## config.mk

```make
export PLATFORM = sky130hd
export DESIGN_NAME = seg7_scan_driver
export DESIGN_NICKNAME = d
export VERILOG_FILES = /design/src/rtl/seg7_pkg.sv /design/src/rtl/seg7_hex_decode.sv /design/src/rtl/seg7_scan_driver.sv
export SDC_FILE = /design/constraint.sdc
export NUM_CORES = 1
export LEC_CHECK = 0
export BUFFER_PORTS_ARGS = -buffer_cell sky130_fd_sc_hd__buf_2
export CORE_MARGIN = 2
export CORE_UTILIZATION = 30
export CTS_BUF_LIST = sky130_fd_sc_hd__clkbuf_4
export CTS_CLUSTER_DIAMETER = 60
export DETAILED_ROUTE_END_ITERATION = 10
export MAX_ROUTING_LAYER = met4
export SETUP_SLACK_MARGIN = 0.3
export SYNTH_ARGS = -nofsm -noshare
export SYNTH_HDL_FRONTEND = slang
export SYNTH_SLANG_ARGS = --single-unit
```

## constraint.sdc

```tcl
create_clock -name clk -period 4.1 [get_ports clk]
set_input_delay 0 -clock clk [delete_from_list [all_inputs] [get_ports clk]]
set_output_delay 0 -clock clk [all_outputs]
set_load 0.1 [all_outputs]
```

## src/rtl/seg7_pkg.sv

```systemverilog
`default_nettype none
// ============================================================================
//  Module   : seg7_pkg
//  Purpose  : Shared types, segment encodings and the hex-to-segment helper
//             for the seven-segment scan driver.
//  Revision : 1.0  initial release
// ============================================================================
package seg7_pkg;

    // Segment vector ordered {g,f,e,d,c,b,a}; 1 = lit (active-high view)
    typedef logic [6:0] seg7_t;

    // All segments dark in the active-high view
    localparam seg7_t SEG_BLANK = 7'h00;

    // Hex digit to segment pattern: 0-9 figures, then A b C d E F
    localparam seg7_t C_SEG7_HEX_TABLE [16] = '{
        7'h3F, 7'h06, 7'h5B, 7'h4F,
        7'h66, 7'h6D, 7'h7D, 7'h07,
        7'h7F, 7'h6F, 7'h77, 7'h7C,
        7'h39, 7'h5E, 7'h79, 7'h71
    };

    function automatic seg7_t hex_to_seg7(input logic [3:0] nibble);
        return C_SEG7_HEX_TABLE[nibble];
    endfunction

endpackage
`default_nettype wire

```

## src/rtl/seg7_hex_decode.sv

```systemverilog
`default_nettype none
// ============================================================================
//  Module   : seg7_hex_decode
//  Purpose  : Combinational nibble to seven-segment decoder (active-high).
//  Revision : 1.0  initial release
// ============================================================================
module seg7_hex_decode
    import seg7_pkg::*;
(
    input  logic [3:0] i_nibble,
    output seg7_t      o_seg
);

    assign o_seg = hex_to_seg7(i_nibble);

endmodule
`default_nettype wire

```

## src/rtl/seg7_scan_driver.sv

```systemverilog
`default_nettype none
// ============================================================================
//  Module   : seg7_scan_driver
//  Purpose  : Time-multiplexed N-digit common-anode seven-segment driver with
//             a frame-aligned shadow copy of the displayed data and a blanking
//             gap at the start of every digit slot.
//  Revision : 1.0  initial release
// ============================================================================
module seg7_scan_driver
    import seg7_pkg::*;
#(
    parameter int N_DIGITS     = 8,
    parameter int REFRESH_DIV  = 100000,
    parameter int BLANK_CYCLES = 1000,
    parameter bit SEG_ACT_LOW  = 1'b1,
    parameter bit AN_ACT_LOW   = 1'b1
) (
    input  logic                  clk,
    input  logic                  reset,
    input  logic [4*N_DIGITS-1:0] value,
    input  logic [N_DIGITS-1:0]   dp,
    input  logic [N_DIGITS-1:0]   digit_en,
    input  logic                  load,
    output logic [6:0]            seg,
    output logic                  dp_out,
    output logic [N_DIGITS-1:0]   an,
    output logic                  frame_done,
    output logic                  pending
);

    localparam int C_CNT_W = $clog2(REFRESH_DIV);
    localparam int C_IDX_W = (N_DIGITS > 1) ? $clog2(N_DIGITS) : 1;

    localparam logic [C_CNT_W-1:0]  C_CNT_LAST = C_CNT_W'(REFRESH_DIV - 1);
    localparam logic [C_IDX_W-1:0]  C_IDX_LAST = C_IDX_W'(N_DIGITS - 1);
    localparam seg7_t               C_SEG_OFF  = SEG_ACT_LOW ? ~SEG_BLANK : SEG_BLANK;
    localparam logic                C_DP_OFF   = SEG_ACT_LOW;
    localparam logic [N_DIGITS-1:0] C_AN_OFF   = {N_DIGITS{AN_ACT_LOW}};

    // Scan position
    logic [C_CNT_W-1:0] r_cnt;
    logic [C_IDX_W-1:0] r_idx;
    logic               r_wrap;
    logic               r_frame_done;

    // Displayed (shadow) data and the captured data waiting for a boundary
    logic [N_DIGITS-1:0][3:0] r_shadow;
    logic [N_DIGITS-1:0]      r_shadow_dp;
    logic [N_DIGITS-1:0][3:0] r_pend_val;
    logic [N_DIGITS-1:0]      r_pend_dp;
    logic                     r_pending;

    // Pin registers
    seg7_t               r_seg;
    logic                r_dp;
    logic [N_DIGITS-1:0] r_an;

    logic                w_slot_end;
    logic                w_boundary;
    logic                w_past_blank;
    logic                w_lit;
    seg7_t               w_seg_hi;
    logic [N_DIGITS-1:0] w_an_onehot;

    assign w_slot_end = (r_cnt == C_CNT_LAST);
    assign w_boundary = w_slot_end && (r_idx == C_IDX_LAST);

    // With no blanking gap every cycle of the slot may drive the anode
    if (BLANK_CYCLES == 0) begin : g_no_blank
        assign w_past_blank = 1'b1;
    end else begin : g_blank
        assign w_past_blank = (r_cnt >= C_CNT_W'(BLANK_CYCLES));
    end

    assign w_lit       = w_past_blank && digit_en[r_idx];
    assign w_an_onehot = N_DIGITS'(1) << r_idx;

    seg7_hex_decode u_decode (
        .i_nibble (r_shadow[r_idx]),
        .o_seg    (w_seg_hi)
    );

    // Slot counter, digit index and the delayed end-of-frame pulse
    always_ff @(posedge clk) begin
        if (reset) begin
            r_cnt        <= '0;
            r_idx        <= '0;
            r_wrap       <= 1'b0;
            r_frame_done <= 1'b0;
        end else begin
            r_wrap       <= w_boundary;
            r_frame_done <= r_wrap;
            if (w_slot_end) begin
                r_cnt <= '0;
                r_idx <= (r_idx == C_IDX_LAST) ? '0 : r_idx + C_IDX_W'(1);
            end else begin
                r_cnt <= r_cnt + C_CNT_W'(1);
            end
        end
    end

    // Capture on load; promote to the shadow only at a frame boundary so a
    // frame never shows a mix of old and new digits
    always_ff @(posedge clk) begin
        if (reset) begin
            r_shadow    <= '0;
            r_shadow_dp <= '0;
            r_pend_val  <= '0;
            r_pend_dp   <= '0;
            r_pending   <= 1'b0;
        end else if (w_boundary) begin
            r_pending <= 1'b0;
            if (load) begin
                r_shadow    <= value;
                r_shadow_dp <= dp;
            end else if (r_pending) begin
                r_shadow    <= r_pend_val;
                r_shadow_dp <= r_pend_dp;
            end
        end else if (load) begin
            r_pend_val <= value;
            r_pend_dp  <= dp;
            r_pending  <= 1'b1;
        end
    end

    // Pin registers: one anode at most, segments dark whenever no anode is on
    always_ff @(posedge clk) begin
        if (reset) begin
            r_seg <= C_SEG_OFF;
            r_dp  <= C_DP_OFF;
            r_an  <= C_AN_OFF;
        end else if (w_lit) begin
            r_seg <= w_seg_hi ^ {7{SEG_ACT_LOW}};
            r_dp  <= r_shadow_dp[r_idx] ^ SEG_ACT_LOW;
            r_an  <= w_an_onehot ^ {N_DIGITS{AN_ACT_LOW}};
        end else begin
            r_seg <= C_SEG_OFF;
            r_dp  <= C_DP_OFF;
            r_an  <= C_AN_OFF;
        end
    end

    assign seg        = r_seg;
    assign dp_out     = r_dp;
    assign an         = r_an;
    assign frame_done = r_frame_done;
    assign pending    = r_pending;

endmodule
`default_nettype wire
```

==> flow_metrics.py <==
metrics = {
    "synth": {
        "ys_seq_elements": 119,
        "synth.cell_area_sq_um": 5410,
        "synth_cell_types": 38,
        "yosysWarningCount": 0,
        "syn_inst": 560,
        "synth_edf_count": 0,
        "post_synth.cell_area_avg_sq_um": 9.66,
        "synth_fp_nets": 625,
        "synth_flop_cell": "dfxtp_1",
        "ys_async_sr_fraction_pct": 0,
        "synth-seq-area-share_pct": 44.0,
    },
    "final_layout": {
        "final_cell_mix": "dfxtp_1 (119), nand2_1 (104), buf_2 (67)",
        "antennaDiodeCount": 0,
        "finalNonFillerCells": 898,
        "nets": 722,
        "final_util_pct": 36.9,
        "layout_commonest_cell": "dfxtp_1",
        "layout-drive-gt1-share_pct": 24.2,
        "area_delta_synth_final_pct": 21.7,
    },
    "global_routing": {
        "grt_usage_pct": 13.6,
        "grt_start_max_net_pins": 86,
        "antenna_found_initial": 0,
        "grt-ovfl-total": 0,
        "grt_first_pass_wirelength_um": 20500,
        "grt_pass1_vias": 4082,
    },
    "floorplanning": {
        "die_y_um": 138,
        "rows": 49,
        "start_util_pct": 30.3,
        "ios": 69,
        "die-area_sq_um": 19100,
        "fp.dieW_um": 138,
        "coreArea_sq_um": 17800,
    },
    "sta": {
        "clock_skew_ps": 14.1,
        "fin_crit_ps": 2820,
        "hold_ws_ps": 134,
        "tns_ps": 0,
        "fmax_mhz": 355,
        "setup_viol_count_final": 0,
        "rsz0062_at_grt": "no",
        "slew_violations": 0,
        "hold_viol": 0,
        "min_period_over_period_pct": 68.7,
        "tightest_slew_ps": 1140,
        "maxSlewHeadroom_pct": 24.2,
    },
    "worst_hold_path": {
        "hp-class": "primary input to flop",
        "holdPathEnd": "an[5]",
        "hold_depth": 5,
        "hp-start": "digit_en[4]",
    },
    "power": {
        "p_int_w": 0.00161,
        "combPwrFrac_pct": 8.5,
        "switching_power_w": 0.000548,
        "seqPwrFrac_pct": 55.2,
        "p_sw_share_pct": 25.3,
        "peakVddDrop_mv": 0.178,
        "power_w": 0.00216,
        "leakagePower_nw": 2.49,
        "powerDensity_nw_per_um2": 328,
        "clock_power_share_pct": 36.3,
    },
    "worst_setup_path": {
        "cp.required_ps": 4490,
        "worstSetupEndpointType": "flop",
        "cp-start-kind": "flop",
        "crit_arrival_ps": 3210,
        "timing.rr.end": "seg[0]",
        "reg2reg_depth": 5,
        "cp_max_fo": 13,
        "regToRegSetupSlack_ps": 1280,
        "rr_startpoint": "r_idx[0]",
        "crit_type": "flop to flop",
    },
    "detailed_routing": {
        "ant_nets": 0,
        "drcViolationCount": 0,
        "drt_iter0_markers": 257,
        "routed_via_density": 4.60,
        "first_pass_iters": 4,
        "vias": 4127,
        "wl_um": 12000,
        "wl_per_cell_um": 13.3,
    },
    "status": {
        "status": "complete, no violations",
    },
    "place": {
        "port_buffers": 68,
        "dp_hpwl_um": 8060,
        "place.gp.congestion": 0.747,
        "dp.cells": 825,
    },
    "cts": {
        "clk_pin_slew_ps": 100,
        "clk_latency_ps": 520,
        "cts_inserted_buffers": 17,
        "cts_max_level": 4,
        "post-cts-setup-buffers": 0,
        "cts_root_buf": "clkbuf_4",
        "clock-sinks": 119,
        "cts_buffer_depth": 2,
        "cts_resized": 0,
        "cts_tree": "done",
    },
    "job": {
        "max-cap-violations": 0,
    },
}
routing by layer:
metal / wire, um / part of all wire (%) / GRT usage [%] / up-vias
li1: - / - / - / 2147
met1: 6100 / 51 / 18.6 / 1885
met2: 5170 / 43 / 19.6 / 86
met3: 611 / 5.1 / 3.81 / 9
met4: 99 / 0.83 / 3.87 / 0
met5: 0 / 0 / - / -
state kept, by name (all words and copies together), names as in the netlist, 3 cells and up:
register and cells:
an 8, r_cnt 17, r_idx 3, r_pend_dp 8, r_pend_val 32, r_shadow 32, r_shadow_dp 8, seg 7
final cells by class:
cell class | instances | area, sq um
repair buffers | 118 | 836
flip-flops and latches | 119 | 2380
inverters | 9 | 33.8
well taps | 229 | 287
clock inverters | 13 | 114
fillers | 1833 | 11300
multi-input cells | 392 | 2800
clock buffers | 18 | 135
stage by stage:
| stage | worst slack (ps) | area, sq um |
|---|---|---|
| floorplan | 1720 | 5410 |
| global placement | 1280 | 5920 |
| global route | 999 | 6590 |
| detailed placement | 1270 | 5920 |
| CTS | 1250 | 6590 |
| finish | 1280 | 6590 |
critical path, stage by stage (launching register included):
cell     delay, ps
dfxtp_1        800
mux4_2         580
mux2i_1        830
nand2_1        160
o21ai_0        210
o21ai_0        110
worst max path at each step:
stage	from	endpoint	slack [ps]	cells after the start
final	r_idx[0]	seg[0]	1280	5
after CTS	r_idx[0]	seg[0]	1250	5
after global routing	r_idx[0]	seg[0]	1000	5
after global placement	r_idx[0]	seg[0]	1280	5
after detailed placement	r_idx[0]	seg[0]	1270	5
after floorplan	r_idx[0]	seg[0]	1720	9
cells in the mapped netlist, types with 2 or more instances:
cell type / number / area share (%)
and3_1: 2 / 0.23
nand4_1: 6 / 0.69
or2_2: 2 / 0.23
o211ai_1: 5 / 0.69
inv_1: 9 / 0.62
nand2_1: 104 / 7.2
nor2b_1: 2 / 0.23
dfxtp_1: 119 / 44
mux4_2: 12 / 5.0
o21ai_0: 2 / 0.19
a211oi_2: 40 / 9.3
nor4_1: 2 / 0.23
buf_4: 5 / 0.69
a21oi_1: 42 / 3.9
o221ai_1: 3 / 0.49
and4_1: 3 / 0.49
buf_6: 4 / 0.83
xnor2_1: 4 / 0.65
xor2_1: 11 / 1.8
ha_1: 14 / 3.2
buf_2: 9 / 0.83
clkbuf_1: 22 / 1.5
mux2i_1: 50 / 9.3
nor2_1: 64 / 4.4
nand3_1: 11 / 1.0
repair_timing:
action	in CTS	in global routing
hold buffers	42	0
endpoints found under the hold margin	103	0
setup endpoints to repair	0	0
power by group through the flow:
stage	sequential (W)	combinational [W]	clock, W
after floorplan	0.00122	0.0000966	0
after global placement	0.00122	0.000155	0
after detailed placement	0.00122	0.000155	0
after CTS	0.00119	0.000187	0.000814
after global routing	0.00120	0.000205	0.000876
final	0.00119	0.000184	0.000783
cell families (layout without fill, tap and decap cells):
group                      count (synthesis)  count (layout)  synth area share, %
AOI/OAI and AO/OA                         96              96                 15.1
xor gates and xnor gates                  15              15                 2.43
adders and majority gates                 14              14                 3.24
buffers and inverters                     49             158                 4.51
DFF                                      119             119                 44.0
muxes                                     63              63                 14.5
and+or+nand+nor                          204             204                 16.2
No activity file was read; power rests on OpenSTA's default activity.
